### config.mk
export PLATFORM = sky130hd
export DESIGN_NAME = bit_serial_adder
export DESIGN_NICKNAME = d
export VERILOG_FILES = /design/src/rtl/bit_serial_pkg.sv /design/src/rtl/fa_bit_cell.sv /design/src/rtl/bit_serial_adder.sv
export SDC_FILE = /design/constraint.sdc
export NUM_CORES = 1
export LEC_CHECK = 0
export CORE_UTILIZATION = 50
export CTS_BUF_LIST = sky130_fd_sc_hd__clkbuf_4
export CTS_CLUSTER_DIAMETER = 30
export DETAILED_ROUTE_END_ITERATION = 8
export PLACE_DENSITY = 0.78
export SETUP_SLACK_MARGIN = 0.02
export SLEW_MARGIN = 30
export SYNTH_ARGS = -nofsm -noshare
export SYNTH_HDL_FRONTEND = slang
export SYNTH_HIERARCHICAL = 1
export SYNTH_SLANG_ARGS = --single-unit
### constraint.sdc
create_clock -name clk -period 1.7 [get_ports clk]
set_clock_uncertainty 0.15 [all_clocks]
set_input_delay 0.34 -clock clk [delete_from_list [all_inputs] [get_ports clk]]
set_output_delay 0.34 -clock clk [all_outputs]
set_load 0.03 [all_outputs]
### src/rtl/bit_serial_pkg.sv
// Shared types and helpers for the bit-serial adder.
//   state_t   : controller states (IDLE, RUN, DONE)
//   cnt_width : width of the bit counter for a given operand width
package bit_serial_pkg;

    typedef enum logic [1:0] {
        IDLE = 2'd0,
        RUN  = 2'd1,
        DONE = 2'd2
    } state_t;

    // Bit-counter width; never below 1 so the counter is always a real vector.
    function automatic int unsigned cnt_width(input int unsigned width);
        return (width > 1) ? $clog2(width) : 1;
    endfunction

endpackage

### src/rtl/fa_bit_cell.sv
// Single-bit full adder, purely combinational.
// Ports:
//   x, y : addend bits
//   ci   : carry in
//   s    : sum bit
//   co   : carry out
module fa_bit_cell (
    input  logic x,
    input  logic y,
    input  logic ci,
    output logic s,
    output logic co
);

    logic p;

    assign p  = x ^ y;
    assign s  = p ^ ci;
    assign co = (x & y) | (ci & p);

endmodule

### src/rtl/bit_serial_adder.sv
// Bit-serial adder: takes two WIDTH-bit operands plus carry-in over a valid/ready
// handshake, adds them LSB-first through one full-adder cell (one bit per clock)
// and returns sum/cout over a second valid/ready handshake.
// Ports:
//   clk, rst             : clock, synchronous active-high reset
//   in_valid, in_ready   : operand handshake (a, b, cin)
//   a, b, cin            : operands and carry-in
//   out_valid, out_ready : result handshake (sum, cout)
//   sum, cout            : (a + b + cin) mod 2^WIDTH and carry-out of bit WIDTH-1
module bit_serial_adder
    import bit_serial_pkg::*;
#(
    parameter int unsigned WIDTH = 8
) (
    input  logic             clk,
    input  logic             rst,
    input  logic             in_valid,
    output logic             in_ready,
    input  logic [WIDTH-1:0] a,
    input  logic [WIDTH-1:0] b,
    input  logic             cin,
    output logic             out_valid,
    input  logic             out_ready,
    output logic [WIDTH-1:0] sum,
    output logic             cout
);

    localparam int unsigned     CntW    = cnt_width(WIDTH);
    localparam logic [CntW-1:0] CntLast = CntW'(WIDTH - 1);

    state_t            state, state_next;
    logic [WIDTH-1:0]  a_sh, a_sh_next;
    logic [WIDTH-1:0]  b_sh, b_sh_next;
    logic [WIDTH-1:0]  sum_sh, sum_sh_next;
    logic              carry, carry_next;
    logic [CntW-1:0]   cnt, cnt_next;
    logic              cell_s;
    logic              cell_c;

    fa_bit_cell u_cell (
        .x  (a_sh[0]),
        .y  (b_sh[0]),
        .ci (carry),
        .s  (cell_s),
        .co (cell_c)
    );

    always_ff @(posedge clk) begin
        if (rst) begin
            state  <= IDLE;
            a_sh   <= '0;
            b_sh   <= '0;
            sum_sh <= '0;
            carry  <= 1'b0;
            cnt    <= '0;
        end else begin
            state  <= state_next;
            a_sh   <= a_sh_next;
            b_sh   <= b_sh_next;
            sum_sh <= sum_sh_next;
            carry  <= carry_next;
            cnt    <= cnt_next;
        end
    end

    always_comb begin
        state_next  = state;
        a_sh_next   = a_sh;
        b_sh_next   = b_sh;
        sum_sh_next = sum_sh;
        carry_next  = carry;
        cnt_next    = cnt;
        unique case (state)
            IDLE: begin
                if (in_valid) begin
                    a_sh_next  = a;
                    b_sh_next  = b;
                    carry_next = cin;
                    cnt_next   = '0;
                    state_next = RUN;
                end
            end
            RUN: begin
                // Sum bits enter at the MSB so bit 0 lands at position 0 after WIDTH shifts.
                sum_sh_next = {cell_s, sum_sh[WIDTH-1:1]};
                a_sh_next   = a_sh >> 1;
                b_sh_next   = b_sh >> 1;
                carry_next  = cell_c;
                if (cnt == CntLast) begin
                    // Wrap explicitly so a non-power-of-two WIDTH never leaves cnt out of range.
                    cnt_next   = '0;
                    state_next = DONE;
                end else begin
                    cnt_next = cnt + 1'b1;
                end
            end
            DONE: begin
                if (out_ready) begin
                    state_next = IDLE;
                end
            end
            default: state_next = IDLE;
        endcase
    end

    assign in_ready  = (state == IDLE);
    assign out_valid = (state == DONE);
    assign sum       = sum_sh;
    assign cout      = carry;

endmodule
==> flow_summary.yaml, run 1 <==
logic_synthesis:
  avgSynthCellArea_um2: 9.47
  synth_ff_type: "dfxtp_1"
  synth.distinct_cells: 25
  syn_area_mm2: 0.00129
  ys_seq_area_frac: 0.466
  yosysTopAreaCell: "dfxtp_1"
  synth_area_leaders: "dfxtp_1, o221a_1, o221a_2, a21oi_1, a21oi_2"
  synthCells: 136
  ys_async_sr_fraction: 0
  yosysMostFrequentCell: "dfxtp_1"
  synth.net_count: 160
  netlist_top_cells_count: "dfxtp_1, inv_1, nand2_1"
  yosys_register_bits: 30
  synth_top_area_frac: 0.466
  synth_edf_count: 0
  synth_warnings: 6
global_route:
  gr-total-overflow: 0
  grt_usage: 0.214
  antenna_found_initial: 0
  grt_pass1_wl_um: 4280
  grt_pass1_vias: 980
  grt_max_degree: 31
placed_design:
  place_congestion: 0.701
  dpl.hpwl_um: 1850
  port_buffers: 31
  placed_area_mm2: 0.00162
critical_path:
  cp_num_buf_inv: 1
  cp-end-kind: "output port"
  crit_type: "register to output port"
  path_cells: "clkdlybuf4s15_1"
  critical-path-top-delay-family: "flip-flops"
  critPathMaxStageDelay_ns: 0.41
  critPathArrivalTime_ns: 1.13
  required_ns: 1.21
  start_kind: "register"
  r2r_setup_slack_ns: 0.11
  path_max_fanout: 3
  slowest_stage: "dfxtp_1"
clock_network:
  insertion_delay_ns: 0.33
  cts-root-buf: "clkbuf_4"
  numCtsBuffers: 5
  holdBufCountCts: 0
  cts_max_path_buffers: 2
  clock_tree.htree_level_count: 2
  cts_tree: "done"
  clkSinkCount: 30
  post_cts_buffers: 0
  clk_pin_slew_ns: 0.10
timing:
  grt_setup_unrepaired: "false"
  period_share: 0.951
  tightest_slew_ns: 0.648
  fin_crit_ns: 1.62
  setup_viol: 0
  slew_headroom: 0.568
  hold_viol: 0
  max_freq_ghz: 0.619
  finalMaxSlewViolations: 0
  finalSetupTns_ns: 0
route:
  viasPerCell: 5.39
  first_pass_iters: 4
  wirelength_um: 2590
  via_count: 1083
  drc: 0
  antenna_left: 0
  wl_per_cell_um: 12.9
  drtIter0Drc: 12
floorplan:
  die_h_um: 52.7
  die_w_um: 52.7
  start_util: 0.524
  fp-row-count: 18
  io_pins: 32
  core_mm2: 0.00245
  dieArea_mm2: 0.00278
finish:
  fillers: 205
  finalCoreUtilization: 0.677
  layout-drive-gt1-share: 0.199
  final_nets: 194
  num_antenna_cells: 0
  fin_area_mm2: 0.00166
  syn2layout_area_growth_pct: 29.1
pwr:
  power_leakage_nw: 0.674
  p_per_area_mw_per_mm2: 852
  vdd_ir_drop_max_mv: 0.519
  finalPower_mw: 1.42
run_status:
  status: "finished clean"
job:
  drv_cap: 0
hold_path:
  hold_path.class: "register to register"
-- state kept, by name, indices dropped and copies added, names as in the netlist --
name   cells
cnt        3
sum        8
a_sh       8
b_sh       8
state      2
cout       1
-- cells by family after synthesis --
logic type	synth area share
fa+ha+maj	0.0350
compound gates	0.287
mux	0.00777
buf+inv	0.101
simple gates	0.103
flops	0.466
-- path summary, 6_finish.rpt --
path              startpoint  endpoint  depth (start not counted)
setup / recovery        cout      cout                          1
hold / removal        sum[1]    sum[0]                          2
setup reg to reg    state[0]   b_sh[3]                          3
hold reg to reg       sum[1]    sum[0]                          2
-- timing repair --
| action | 4_1_cts | 5_1_grt |
|---|---|---|
| gates resized for setup | 10 | 1 |
| hold endpoints to repair | 0 | 0 |
| setup endpoints to repair | 10 | 1 |
-- report_power, final --
group / switching (mW) / leakage (nW) / total [mW] / internal [mW]
sequential: 0.0294 / 0.247 / 0.774 / 0.745
combinational: 0.111 / 0.394 / 0.229 / 0.118
clock: 0.242 / 0.0331 / 0.413 / 0.171
total: 0.382 / 0.674 / 1.42 / 1.03
-- final cells by class --
type	count	area, um2	area share
inverters	17	63.8	0.0384
well taps	30	37.5	0.0226
multi-input cells	80	559	0.337
flip-flops and latches	30	602	0.362
clock inverters	2	8.76	0.00527
repair buffers	36	345	0.208
clock buffers	6	45.0	0.0271
-- cell usage in the layout (no fill, tap or decap), types with 2 or more instances in the layout --
cell and instances:
a22oi_1 4, dfxtp_1 29, dlygate4sd2_1 8, a21oi_1 15, o221a_2 7, a21oi_2 8
ha_1 2, nor2_1 8, clkbuf_4 6, clkdlybuf4s50_1 20, o221a_1 8, buf_4 6
nor2_2 2, a32oi_1 2, inv_1 17, nand2_1 16
-- metal layers --
metal	up-vias	GRT usage	share of wire
met3	5	0.0812	0.055
met5	-	0	0
li1	541	-	-
met1	508	0.254	0.46
met2	29	0.344	0.48
met4	0	0.0833	0.0097
-- stage by stage --
step           setup slack (ns)  hold WS, ns  std cells
5_1_grt                  0.0283        0.346        201
6_report                 0.0835        0.313        201
3_5_place_dp             -0.174        0.313        193
4_1_cts                  0.0598        0.317        201
2_1_floorplan             0.149        0.304        136
3_3_place_gp             -0.123        0.291        193
No activity file was read; power rests on OpenSTA's default activity.
==> inputs of run 2 (changes only) <==
CORE_MARGIN = 2   (was unset)
==> flow_summary.yaml, run 2 (same netlist as run 1, synthesis figures left out) <==
critical_path:
  cp-end-kind: "output port"
  critPathMaxStageDelay_ns: 0.41
  start_kind: "register"
  critPathArrivalTime_ns: 1.13
  slowest_stage: "dfxtp_4"
  required_ns: 1.21
  path_max_fanout: 7
  crit_type: "register to output port"
  path_cells: "nor2b_1 -> buf_4"
timing:
  finalMaxSlewViolations: 0
  period_share: 0.953
  fin_crit_ns: 1.62
  slew_headroom: 0.755
  grt_setup_unrepaired: "false"
  hold_viol: 0
  tightest_slew_ns: 0.366
  setup_viol: 0
  max_freq_ghz: 0.617
  setup_ws_ns: 0.0791
global_route:
  antenna_found_initial: 0
  grt_usage: 0.211
  gr-total-overflow: 0
  grt_pass1_vias: 1024
  grt_pass1_wl_um: 4250
  grt_max_degree: 31
pwr:
  p_per_area_mw_per_mm2: 859
  power_leakage_nw: 0.675
  vdd_ir_drop_max_mv: 0.634
route:
  antenna_left: 0
  viasPerCell: 5.36
  wirelength_um: 2700
  drtIter0Drc: 14
  drc: 0
  via_count: 1071
  wl_per_cell_um: 13.5
  first_pass_iters: 4
clock_network:
  insertion_delay_ns: 0.34
  numCtsBuffers: 5
  cts_tree: "done"
  clk_pin_slew_ns: 0.09
  holdBufCountCts: 0
  cts-root-buf: "clkbuf_4"
  clock_tree.htree_level_count: 2
  clkSinkCount: 30
  cts_max_path_buffers: 2
  post_cts_buffers: 0
floorplan:
  fp-row-count: 18
  io_pins: 32
  die_h_um: 54.7
  die_w_um: 54.7
  dieArea_mm2: 0.00300
  core_mm2: 0.00245
  start_util: 0.524
placed_design:
  post-place-ws_ns: -0.160
  place_congestion: 0.709
  port_buffers: 31
  placed_cells_incl_taps: 193
  dpl.hpwl_um: 1860
finish:
  final_cell_mix: "dfxtp_1, clkdlybuf4s50_1, inv_1"
  fillers: 206
  final_common_cell: "dfxtp_1"
  num_antenna_cells: 0
  layout-drive-gt1-share: 0.206
  finalNonFillerCells: 200
  final_nets: 194
  syn2layout_area_growth_pct: 29.6
hold_path:
  hold_path.class: "register to register"
job:
  drv_cap: 0
run_status:
  status: "finished clean"
[run 2: cell types whose count changed in the layout (fill, tap and decap cells not counted)]
cell and change:
clkinv_1 -1, clkinv_2 -1, nor2_2 -1, nor2_4 +1
dfxtp_4 +1, dfxtp_1 -1, clkbuf_4 +1
[run 2: per-layer routing]
layer | up-vias | global-route usage | routed length [um]
li1 | 539 | - | -
met1 | 506 | 0.214 | 1200
met2 | 21 | 0.359 | 1300
met3 | 5 | 0.0984 | 141
met4 | 0 | 0.108 | 52
met5 | - | 0 | 0
[run 2: critical path, delay by kind of cell (launching register included)]
kind	cells	cell delay, ns
flops	1	0.41
simple gates	1	0.20
buf+inv	1	0.19
[run 2: report_power, final]
group	leakage (nW)	total, mW	switching (mW)	internal (mW)
Combinational	0.395	0.230	0.112	0.118
Sequential	0.248	0.773	0.0296	0.744
Clock	0.0322	0.431	0.244	0.187
Total	0.675	1.43	0.385	1.05
[run 2: area by class of cell]
type	instances	area, um2	area share
Sequential cell	30	606	0.363
Multi-Input combinational cell	80	564	0.338
Timing Repair Buffer	36	345	0.207
Inverter	17	63.8	0.0382
Clock buffer	7	52.6	0.0315
Tap cell	30	37.5	0.0225
[run 2: per-stage QoR]
stage | utilization | power [mW] | hold WS [ns] | cell area (um2) | TNS (ns)
detailed placement | 0.659 | 1.02 | 0.317 | 1620 | -2.25
global route | 0.680 | 1.50 | 0.345 | 1670 | 0
floorplan | - | 0.933 | 0.304 | 1290 | 0
finish | 0.680 | 1.43 | 0.330 | 1670 | 0
CTS | 0.676 | 1.44 | 0.329 | 1660 | 0
global placement | 0.659 | 1.01 | 0.291 | 1620 | -1.88
[run 2: path summary, 6_finish.rpt]
check                 from   endpoint  slack, ns  depth (start not counted)
hold / removal      sum[6]     sum[5]       0.33                          2
setup / recovery  state[1]  out_valid       0.08                          2
setup reg to reg  state[1]    b_sh[3]       0.34                          3
hold reg to reg     sum[6]     sum[5]       0.33                          2
[run 2: what timing repair did]
| action | 4_1_cts | 5_1_grt |
|---|---|---|
| setup endpoints to repair | 10 | 18 |
| resized for setup | 10 | 4 |
| pin swaps | 0 | 0 |
==> patch, RTL diff (flow settings as in run 2) <==
Encoding of `state_t`: now one-hot (3 bits for 3 states).
--- a/src/rtl/bit_serial_pkg.sv
+++ b/src/rtl/bit_serial_pkg.sv
@@ -5,6 +5,6 @@
 
-    typedef enum logic [1:0] {
-        IDLE = 2'd0,
-        RUN  = 2'd1,
-        DONE = 2'd2
+    typedef enum logic [2:0] {
+        IDLE = 3'b001,
+        RUN  = 3'b010,
+        DONE = 3'b100
     } state_t;
Behaviour: same outputs for any inputs over 10 cycles, from zero or initial values and one cycle with rst high; not proved beyond that.
==> patch against run 2 <==
  * Combinational power increased by 4%
  * Area after synthesis decreased by 2.9%
  * Setup slack improved by 0.0058 ns
  * Sequential cell count increased by 1
  * Global-route usage increased by 2.0 points
  * Final area increased by 3.3%
  * Non-clock buffer count increased by 5
  * Largest cell class unchanged
  * Routed wire length increased by 7.9%
  * Total power increased by 12%
  * Count of clock-buffer cells in the layout decreased by 2
  * Sequential power increased by 3.9%
==> patch: results (changes against run 2) <==
* Met2 WL at 1430 um (+9.9%)
* Fill cells at 197 (-4.4%)
* Synth area leaders: dfxtp_1 50%, nor3_1 13%, o22ai_1 7.5%
* Delay-heaviest family, CP: buffers and inverters
* DP Cell Count at 201 (+4.1%)
* GR met3 Demand/Resource at 6.11% (-3.7 points)
* Post-DR wirelength/cell at 13.9 um (+3.2%)
* Register area share after synthesis at 49.6% (+3.0 points)
* Gpl congestion at 0.733 (+3.5%)
* All-layer global routing usage at 23.1% (+2.0 points)
* DR iter-0 viols at 20 (+6)
* Power Sequential at 803 uW (+3.9%)
* Layout cells sized above 1 at 14.5% (-6.1 points)
* CP max FO at 3 (-4)
* CTS resizes at 11 (+1)
* WL met1 at 1230 um (+2.2%)
* WL met3 at 190 um (+35%)
* Worst-path cell with the longest stage delay: dlygate4sd2_1
* Outcome: completed
* Setup TNS at 0 ns (unchanged)
* Post-synthesis cell type count at 24 (-4.0%)
* Slowest stage delay, CP at 0.41 ns (about the same)
* Clock Power Share at 34.9% (+4.8 points)
* Global Route met2 Usage at 40.4% (+4.5 points)
* Most frequent cell after synthesis: nor3_1
* Via count at 1192 (+11%)
* Syn nets at 166 (+3.8%)
* Pre-CTS setup slack at -0.124 ns (+0.0358 ns)
* Avg Inst Size Synth at 8.80 um2 (-7.0%)
* Worst VDD drop at 785 uV (+24%)
* Pleak at 0.000679 uW (+0.58%)
* First-pass GRT wire length at 4690 um (+10%)
* Top post-synthesis cells by count: 33 x nor3_1, 31 x dfxtp_1, 18 x nand2_1
* Post-DP HPWL at 1980 um (+6.4%)
* Initial DRT Pass Iterations at 5 (+1)
* Final Power at 1600 uW (+12%)
* Switching Share at 25.0% (-1.8 points)
[patch: path summary, 6_finish.rpt]
kind            start      end  slack (ns)  cells past startpoint
max              cout     cout        0.08                      1
min            sum[0]   sum[0]        0.32                      2
max reg2reg  state[1]  b_sh[6]        0.14                      4
min reg2reg    sum[0]   sum[0]        0.32                      2
[patch: worst min-delay path, cell delays in order, from the launching register on]
cell and delay (ns):
dfxtp_1 0.32, nand2_1 0.05, a21oi_1 0.05
[patch: cell families after synthesis]
group / synth area share, %
multiplexers: 1.60
adder cells (fa/ha/maj): 3.60
AND/OR/NAND/NOR: 27.1
buffers and inverters: 4.60
AO/OA/AOI/OAI: 13.4
flip-flops: 49.7
[patch: cell type report]
class	instances	area (um2)	area share [%]
well taps	30	37.5	2.18
repair buffers	41	398	23.1
multi-input cells	99	583	33.8
clock buffers	5	37.5	2.18
clock inverters	3	38.8	2.25
flip-flops and latches	31	629	36.5
